$ cat config.mk
export PLATFORM = sky130hd
export DESIGN_NAME = flame_spreader
export DESIGN_NICKNAME = d
export VERILOG_FILES = /design/src/rtl/flame_spreader.sv
export SDC_FILE = /design/constraint.sdc
export NUM_CORES = 2
export LEC_CHECK = 0
export CORE_AREA = 2 2 302 304
export DETAILED_ROUTE_END_ITERATION = 16
export DIE_AREA = 0 0 304 306
export HOLD_SLACK_MARGIN = 0.12
export PLACE_DENSITY = 0.67
export SLEW_MARGIN = 20
export SYNTH_ARGS = -nofsm -noshare
export SYNTH_HDL_FRONTEND = slang
export SYNTH_SLANG_ARGS = --single-unit
$ cat constraint.sdc
create_clock -name clk -period 55.8 [get_ports clk]
set_input_delay 8.37 -clock clk [delete_from_list [all_inputs] [get_ports clk]]
set_output_delay 8.37 -clock clk [all_outputs]
set_load 0.1 [all_outputs]
$ cat src/rtl/flame_spreader.sv
// flame_spreader: queues bomb detonations, walks each flame outward over the
// 16x16 wall grid one target cell per cycle, then holds the explosion mask
// for HOLD_CYCLES cycles.
// Build option: define FLAME_PIERCE_EN to let flames pass through ABLE_WALL
// cells (the wall is still marked); UNABLE_WALL blocks in both builds.
module flame_spreader #(
   parameter int unsigned HOLD_CYCLES = 8,
   parameter int unsigned FIFO_DEPTH  = 4
) (
   input  logic         clk,
   input  logic         rst,
   input  logic         i_det_valid,
   output logic         o_det_ready,
   input  logic [7:0]   i_det_pos,
   input  logic [2:0]   i_det_power,
   input  logic [1:0]   i_wall_grid [0:255],
   output logic [255:0] o_explode,
   output logic         o_busy,
   output logic         o_done
);

   localparam int unsigned AW = (FIFO_DEPTH > 1) ? $clog2(FIFO_DEPTH) : 1;
   localparam int unsigned CW = $clog2(FIFO_DEPTH + 1);

   typedef enum logic [1:0] {ST_IDLE, ST_SPREAD, ST_HOLD} state_t;
   typedef enum logic [1:0] {DIR_UP, DIR_DOWN, DIR_LEFT, DIR_RIGHT} dir_t;

   // request queue
   logic [7:0]    r_fifo_pos [0:FIFO_DEPTH-1];
   logic [2:0]    r_fifo_pow [0:FIFO_DEPTH-1];
   logic [AW-1:0] r_wr_ptr;
   logic [AW-1:0] r_rd_ptr;
   logic [CW-1:0] r_count;
   logic          w_push;
   logic          w_pop;
   logic [2:0]    w_push_pow;

   // walker state
   state_t        r_state;
   state_t        w_state_nxt;
   dir_t          r_dir;
   dir_t          w_dir_nxt;
   logic [2:0]    r_step;
   logic [2:0]    w_step_nxt;
   logic [7:0]    r_pos;
   logic [7:0]    w_pos_nxt;
   logic [2:0]    r_power;
   logic [2:0]    w_power_nxt;
   logic [255:0]  r_mask;
   logic [255:0]  w_mask_nxt;
   logic [255:0]  r_explode;
   logic [255:0]  w_explode_nxt;
   logic [7:0]    r_cnt;
   logic [7:0]    w_cnt_nxt;
   logic          r_busy;
   logic          r_done;
   logic          w_mark;
   logic          w_dir_end;

   // target cell geometry
   logic [4:0]    w_row5;
   logic [4:0]    w_col5;
   logic [4:0]    w_step5;
   logic [4:0]    w_rsub;
   logic [4:0]    w_radd;
   logic [4:0]    w_csub;
   logic [4:0]    w_cadd;
   logic          w_oob;
   logic [7:0]    w_tidx;
   logic [1:0]    w_cell;

   function automatic logic [AW-1:0] ptr_inc(input logic [AW-1:0] p);
      return (p == AW'(FIFO_DEPTH - 1)) ? '0 : p + AW'(1);
   endfunction

   assign o_det_ready = (r_count != CW'(FIFO_DEPTH));
   assign w_push      = i_det_valid && o_det_ready;
   assign w_push_pow  = (i_det_power == 3'd0) ? 3'd1 : i_det_power;

   // queue storage: written on accepted pushes only, no reset needed
   always_ff @(posedge clk) begin
      if (w_push) begin
         r_fifo_pos[r_wr_ptr] <= i_det_pos;
         r_fifo_pow[r_wr_ptr] <= w_push_pow;
      end
   end

   // queue pointers and occupancy; simultaneous push and pop leave count unchanged
   always_ff @(posedge clk or posedge rst) begin
      if (rst) begin
         r_wr_ptr <= '0;
         r_rd_ptr <= '0;
         r_count  <= '0;
      end else begin
         if (w_push) r_wr_ptr <= ptr_inc(r_wr_ptr);
         if (w_pop)  r_rd_ptr <= ptr_inc(r_rd_ptr);
         r_count <= r_count + CW'(w_push) - CW'(w_pop);
      end
   end

   // row/col arithmetic in 5 bits: bit 4 flags leaving the 0..15 range
   assign w_row5  = {1'b0, r_pos[7:4]};
   assign w_col5  = {1'b0, r_pos[3:0]};
   assign w_step5 = {2'b00, r_step};
   assign w_rsub  = w_row5 - w_step5;
   assign w_radd  = w_row5 + w_step5;
   assign w_csub  = w_col5 - w_step5;
   assign w_cadd  = w_col5 + w_step5;

   // select the single target cell for the current direction and step
   always_comb begin
      w_oob  = 1'b0;
      w_tidx = r_pos;
      case (r_dir)
         DIR_UP: begin
            w_oob  = w_rsub[4];
            w_tidx = {w_rsub[3:0], r_pos[3:0]};
         end
         DIR_DOWN: begin
            w_oob  = w_radd[4];
            w_tidx = {w_radd[3:0], r_pos[3:0]};
         end
         DIR_LEFT: begin
            w_oob  = w_csub[4];
            w_tidx = {r_pos[7:4], w_csub[3:0]};
         end
         default: begin
            w_oob  = w_cadd[4];
            w_tidx = {r_pos[7:4], w_cadd[3:0]};
         end
      endcase
   end

   assign w_cell = i_wall_grid[w_tidx];

   // state register
   always_ff @(posedge clk or posedge rst) begin
      if (rst) r_state <= ST_IDLE;
      else     r_state <= w_state_nxt;
   end

   // next-state, flame walk and hold countdown
   always_comb begin
      w_state_nxt   = r_state;
      w_dir_nxt     = r_dir;
      w_step_nxt    = r_step;
      w_pos_nxt     = r_pos;
      w_power_nxt   = r_power;
      w_mask_nxt    = r_mask;
      w_explode_nxt = r_explode;
      w_cnt_nxt     = r_cnt;
      w_pop         = 1'b0;
      w_mark        = 1'b0;
      w_dir_end     = 1'b0;
      case (r_state)
         ST_IDLE: begin
            if (r_count != '0) begin
               w_pop       = 1'b1;
               w_pos_nxt   = r_fifo_pos[r_rd_ptr];
               w_power_nxt = r_fifo_pow[r_rd_ptr];
               w_mask_nxt  = '0;
               w_mask_nxt[r_fifo_pos[r_rd_ptr]] = 1'b1;
               w_dir_nxt   = DIR_UP;
               w_step_nxt  = 3'd1;
               w_state_nxt = ST_SPREAD;
            end
         end
         ST_SPREAD: begin
            if (w_oob) begin
               w_dir_end = 1'b1;
            end else begin
               case (w_cell)
                  2'd0: begin
                     w_mark    = 1'b1;
                     w_dir_end = (r_step == r_power);
                  end
                  2'd1: begin
                     w_mark    = 1'b1;
`ifdef FLAME_PIERCE_EN
                     w_dir_end = (r_step == r_power);
`else
                     w_dir_end = 1'b1;
`endif
                  end
                  default: w_dir_end = 1'b1;
               endcase
            end
            if (w_mark) w_mask_nxt[w_tidx] = 1'b1;
            if (w_dir_end) begin
               w_step_nxt = 3'd1;
               if (r_dir == DIR_RIGHT) begin
                  w_explode_nxt = w_mask_nxt;
                  w_cnt_nxt     = 8'(HOLD_CYCLES - 1);
                  w_state_nxt   = ST_HOLD;
               end else begin
                  w_dir_nxt = dir_t'(r_dir + 2'd1);
               end
            end else begin
               w_step_nxt = r_step + 3'd1;
            end
         end
         ST_HOLD: begin
            if (r_cnt == 8'd0) begin
               w_explode_nxt = '0;
               w_state_nxt   = ST_IDLE;
            end else begin
               w_cnt_nxt = r_cnt - 8'd1;
            end
         end
         default: w_state_nxt = ST_IDLE;
      endcase
   end

   // datapath registers; busy and done are registered from the next state
   always_ff @(posedge clk or posedge rst) begin
      if (rst) begin
         r_dir     <= DIR_UP;
         r_step    <= 3'd1;
         r_pos     <= '0;
         r_power   <= '0;
         r_mask    <= '0;
         r_explode <= '0;
         r_cnt     <= '0;
         r_busy    <= 1'b0;
         r_done    <= 1'b0;
      end else begin
         r_dir     <= w_dir_nxt;
         r_step    <= w_step_nxt;
         r_pos     <= w_pos_nxt;
         r_power   <= w_power_nxt;
         r_mask    <= w_mask_nxt;
         r_explode <= w_explode_nxt;
         r_cnt     <= w_cnt_nxt;
         r_busy    <= (w_state_nxt != ST_IDLE);
         r_done    <= (w_state_nxt == ST_HOLD) && (w_cnt_nxt == 8'd0);
      end
   end

   assign o_explode = r_explode;
   assign o_busy    = r_busy;
   assign o_done    = r_done;

endmodule

==> results.md <==
- Fmax: 78.6 MHz
- Via-per-instance ratio: 5.97
- EDFF count, synth: 44
- Max-cap viol count: 0
- Largest net degree at the start of global routing: 213
- Via count: 30.8k
- Slew Viols, Final: 0
- Clock buffer count from CTS: 56
- Fin util: 0.473
- Vias in the first global route: 30.1k
- Simple-Gate Fraction of Synth Area: 0.125
- Synth Net Count: 3,877
- WL final: 143,000 um
- Crit path max-delay cell type: buf_4
- Area grow syn2layout: 33.4%
- Std-Cell Rows: 110
- # IOs: 785
- Layout net count: 4,492
- Post-Synth XOR/XNOR Area: 0.00276
- Syn Inst Count: 3,316
- Worst-Margin Slew: 1.23 ns
- Placer Congestion: 0.886
- Post-DP HPWL: 98,500 um
- Filler instances: 8,305
- # H-tree levels: 2
- Complex-gate fraction of the synthesized area: 0.266
- Primary FF master, synth: dfrtp_1
- Post-route ant nets: 0
- Total global routing overflow: 0
- Asr flop ratio synth: 0.926
- # clock sinks: 591
- First-iteration detailed-routing DRC count: 3,834
- Clk_lat worst skew: 0.63 ns
- Post-layout min period: 12.72 ns
- Root Buffer: clkbuf_16
- Flop-to-flop setup slack: 47.95 ns
- Die footprint: 93,000 sq um
- Worst Skew: 0.0264 ns
- Ys Warns: 0
- Slew HR: 0.177
- Crit path max fanout: 95
- Synth Area in Adders: 0.0150
- Period utilization: 0.228
- Initial antenna violation count: 20
- Core ar.: 89,600 sq um
- Yosys cell types: 87
- Final count of negative-setup-slack endpoints: 0
- Critical Path Max Stage Delay: 0.91 ns
- Endpoints failing hold: 0
- Post-CTS sizing: 0
- Layout cells sized above 1: 0.0679
- Avg WL per Cell: 27.8 um
- Setup TNS Final: 0 ns
- Most used cell along the critical path: buf_4
- Unrepaired setup endpoints after global routing: no
- Critical Setup Path Class: in2reg
- CP cell instances: clkdlybuf4s50_1 -> o211a_1 -> a2111oi_1 -> a311o_1 -> a21oi_1 -> o41ai_1 -> a31oi_1 -> nand4bb_1 -> and3b_1 -> a21o_4 -> nor3_2 -> a31oi_4 -> buf_4 -> buf_4 -> o2bb2ai_1
- CP arrival: 13.24 ns
- Avg Synthesized Cell Area: 9.58 sq um
- 1st-pass router iterations: 6
- Clk slew on worst S/H paths: 0.07 ns
- Setup Fix Bufs, Post-CTS: 0
- Total Routing Usage GR: 0.296
- Port bufs: 784
- Critical path startpoint category: primary input
- Largest family of logic cells by synthesized area: compound AO/OA/AOI/OAI gates
- Status: complete, no violations
- Seq cells post-synth: 591
- HP Class: reg2reg
- Mux contribution to synthesized area: 0.0675
- Initial core utilization: 0.354
- Hold-fix buffers, CTS: 0
- Clock tree buffer depth: 3
- Drt drc: 0
- First-pass GRT wire length: 207,000 um
- Post-synthesis sequential area ratio: 0.473
- Die Wd: 304 um
- Die H: 306 um
- Synthesized area: 31,800 sq um
- Critical Path RT: 56.33 ns
- CTS tree: done
- CP Capture Type: flip-flop
layout by cell type (no fill, tap or decap), drive strengths merged, types with 13 or more instances in the layout:
master	n
clkbuf	73
nand3	108
a21oi	534
clkinv	17
a32oi	13
a32o	19
mux2i	140
nor3	17
a311oi	14
a211oi	15
o2bb2ai	241
nor2	372
mux4	29
a31oi	18
inv	27
nand2	334
a2bb2oi	16
and3	27
o21ai	33
a22oi	244
dfrtp	546
ha	30
nand2b	26
clkdlybuf4s50	779
edfxtp	44
buf	80
synth_stat cells, types with 5 or more instances:
library cell / count / share of area
a2111oi_0: 5 / 0.0014
a211oi_1: 15 / 0.0035
a21o_1: 8 / 0.0019
a21oi_1: 532 / 0.084
a22oi_1: 244 / 0.058
a2bb2oi_1: 16 / 0.0044
a311o_1: 7 / 0.0022
a311oi_1: 14 / 0.0039
a31oi_1: 17 / 0.0033
a32o_1: 19 / 0.0060
a32oi_1: 13 / 0.0036
and2_1: 6 / 0.0012
and3_1: 27 / 0.0053
buf_1: 9 / 0.0011
buf_2: 91 / 0.014
buf_4: 31 / 0.0073
buf_6: 20 / 0.0071
clkbuf_1: 146 / 0.017
dfrtp_1: 546 / 0.43
edfxtp_1: 44 / 0.042
fa_1: 5 / 0.0032
ha_1: 30 / 0.012
inv_1: 24 / 0.0028
mux2_2: 7 / 0.0025
mux2i_1: 140 / 0.044
mux4_2: 29 / 0.021
nand2_1: 333 / 0.039
nand2b_1: 26 / 0.0051
nand3_1: 108 / 0.017
nand4_1: 9 / 0.0018
nor2_1: 370 / 0.044
nor2b_1: 8 / 0.0016
nor3_1: 14 / 0.0022
o211a_1: 9 / 0.0028
o211ai_1: 12 / 0.0028
o21a_1: 7 / 0.0017
o21ai_0: 26 / 0.0041
o21ai_1: 6 / 0.00095
o22ai_1: 9 / 0.0018
o2bb2ai_1: 241 / 0.066
or3_1: 6 / 0.0012
xor2_1: 6 / 0.0017
layout make-up:
type | instances | area (sq um) | share of cell area
well taps | 1176 | 1470 | 0.0347
diodes | 10 | 25.0 | 0.000591
clock buffers | 73 | 1580 | 0.0372
inverters | 26 | 105 | 0.00248
repair buffers | 859 | 8440 | 0.199
flip-flops and latches | 591 | 15000 | 0.354
clock inverters | 33 | 477 | 0.0112
multi-input cells | 2397 | 15300 | 0.360
stage by stage:
step	instance area, sq um	std cells	worst slack, ns	hold slack (ns)
6_report	42400	5165	43.08	0.487
5_1_grt	42400	5164	42.90	0.497
4_1_cts	42400	5155	43.08	0.491
3_5_place_dp	40300	5049	42.45	0.472
3_3_place_gp	40300	5049	42.44	0.472
2_1_floorplan	31800	3316	32.14	0.468
logic make-up (layout without fill, tap and decap cells):
logic type / count (synthesis) / count (layout)
other cells: 0 / 10
fa+ha+maj: 35 / 35
mux: 177 / 177
compound gates: 1244 / 1244
buf+inv: 328 / 991
flops: 591 / 591
xor+xnor: 10 / 10
simple gates: 931 / 931
metal layers:
layer  track usage  part of all wire
met2         0.500              0.49
met5             0          0.000084
met4         0.148             0.052
met1         0.362              0.38
met3        0.0543             0.078
worst max-delay path, delay by kind of cell:
kind                   cells  cell delay [ns]
AO/OA/AOI/OAI              9             2.19
buffers and inverters      3             1.93
AND/OR/NAND/NOR            3             0.64
flip-flops by register name, summed over array words and instances, names as in the netlist:
signal	flops
o_busy	1
o_done	1
o_explode	256
r_cnt	8
r_count	3
r_dir	2
r_fifo_pos	32
r_fifo_pow	12
r_mask	256
r_pos	8
r_power	3
r_rd_ptr	2
r_state	2
r_step	3
r_wr_ptr	2
worst paths after layout:
kind,startpoint,endpoint,depth (start not counted)
min in group asynchronous,rst,o_explode[19],2
worst max-delay path,i_wall_grid[80],o_explode[32],15
worst max register to register,r_dir[0],o_explode[32],19
max in group asynchronous,rst,r_mask[207],4
worst min-delay path,o_explode[238],o_explode[238],1
worst min register to register,o_explode[238],o_explode[238],1
Power is left out: the tool's default activity adds up to more than one toggle a clock period on the data nets, which glitch-free logic cannot reach.
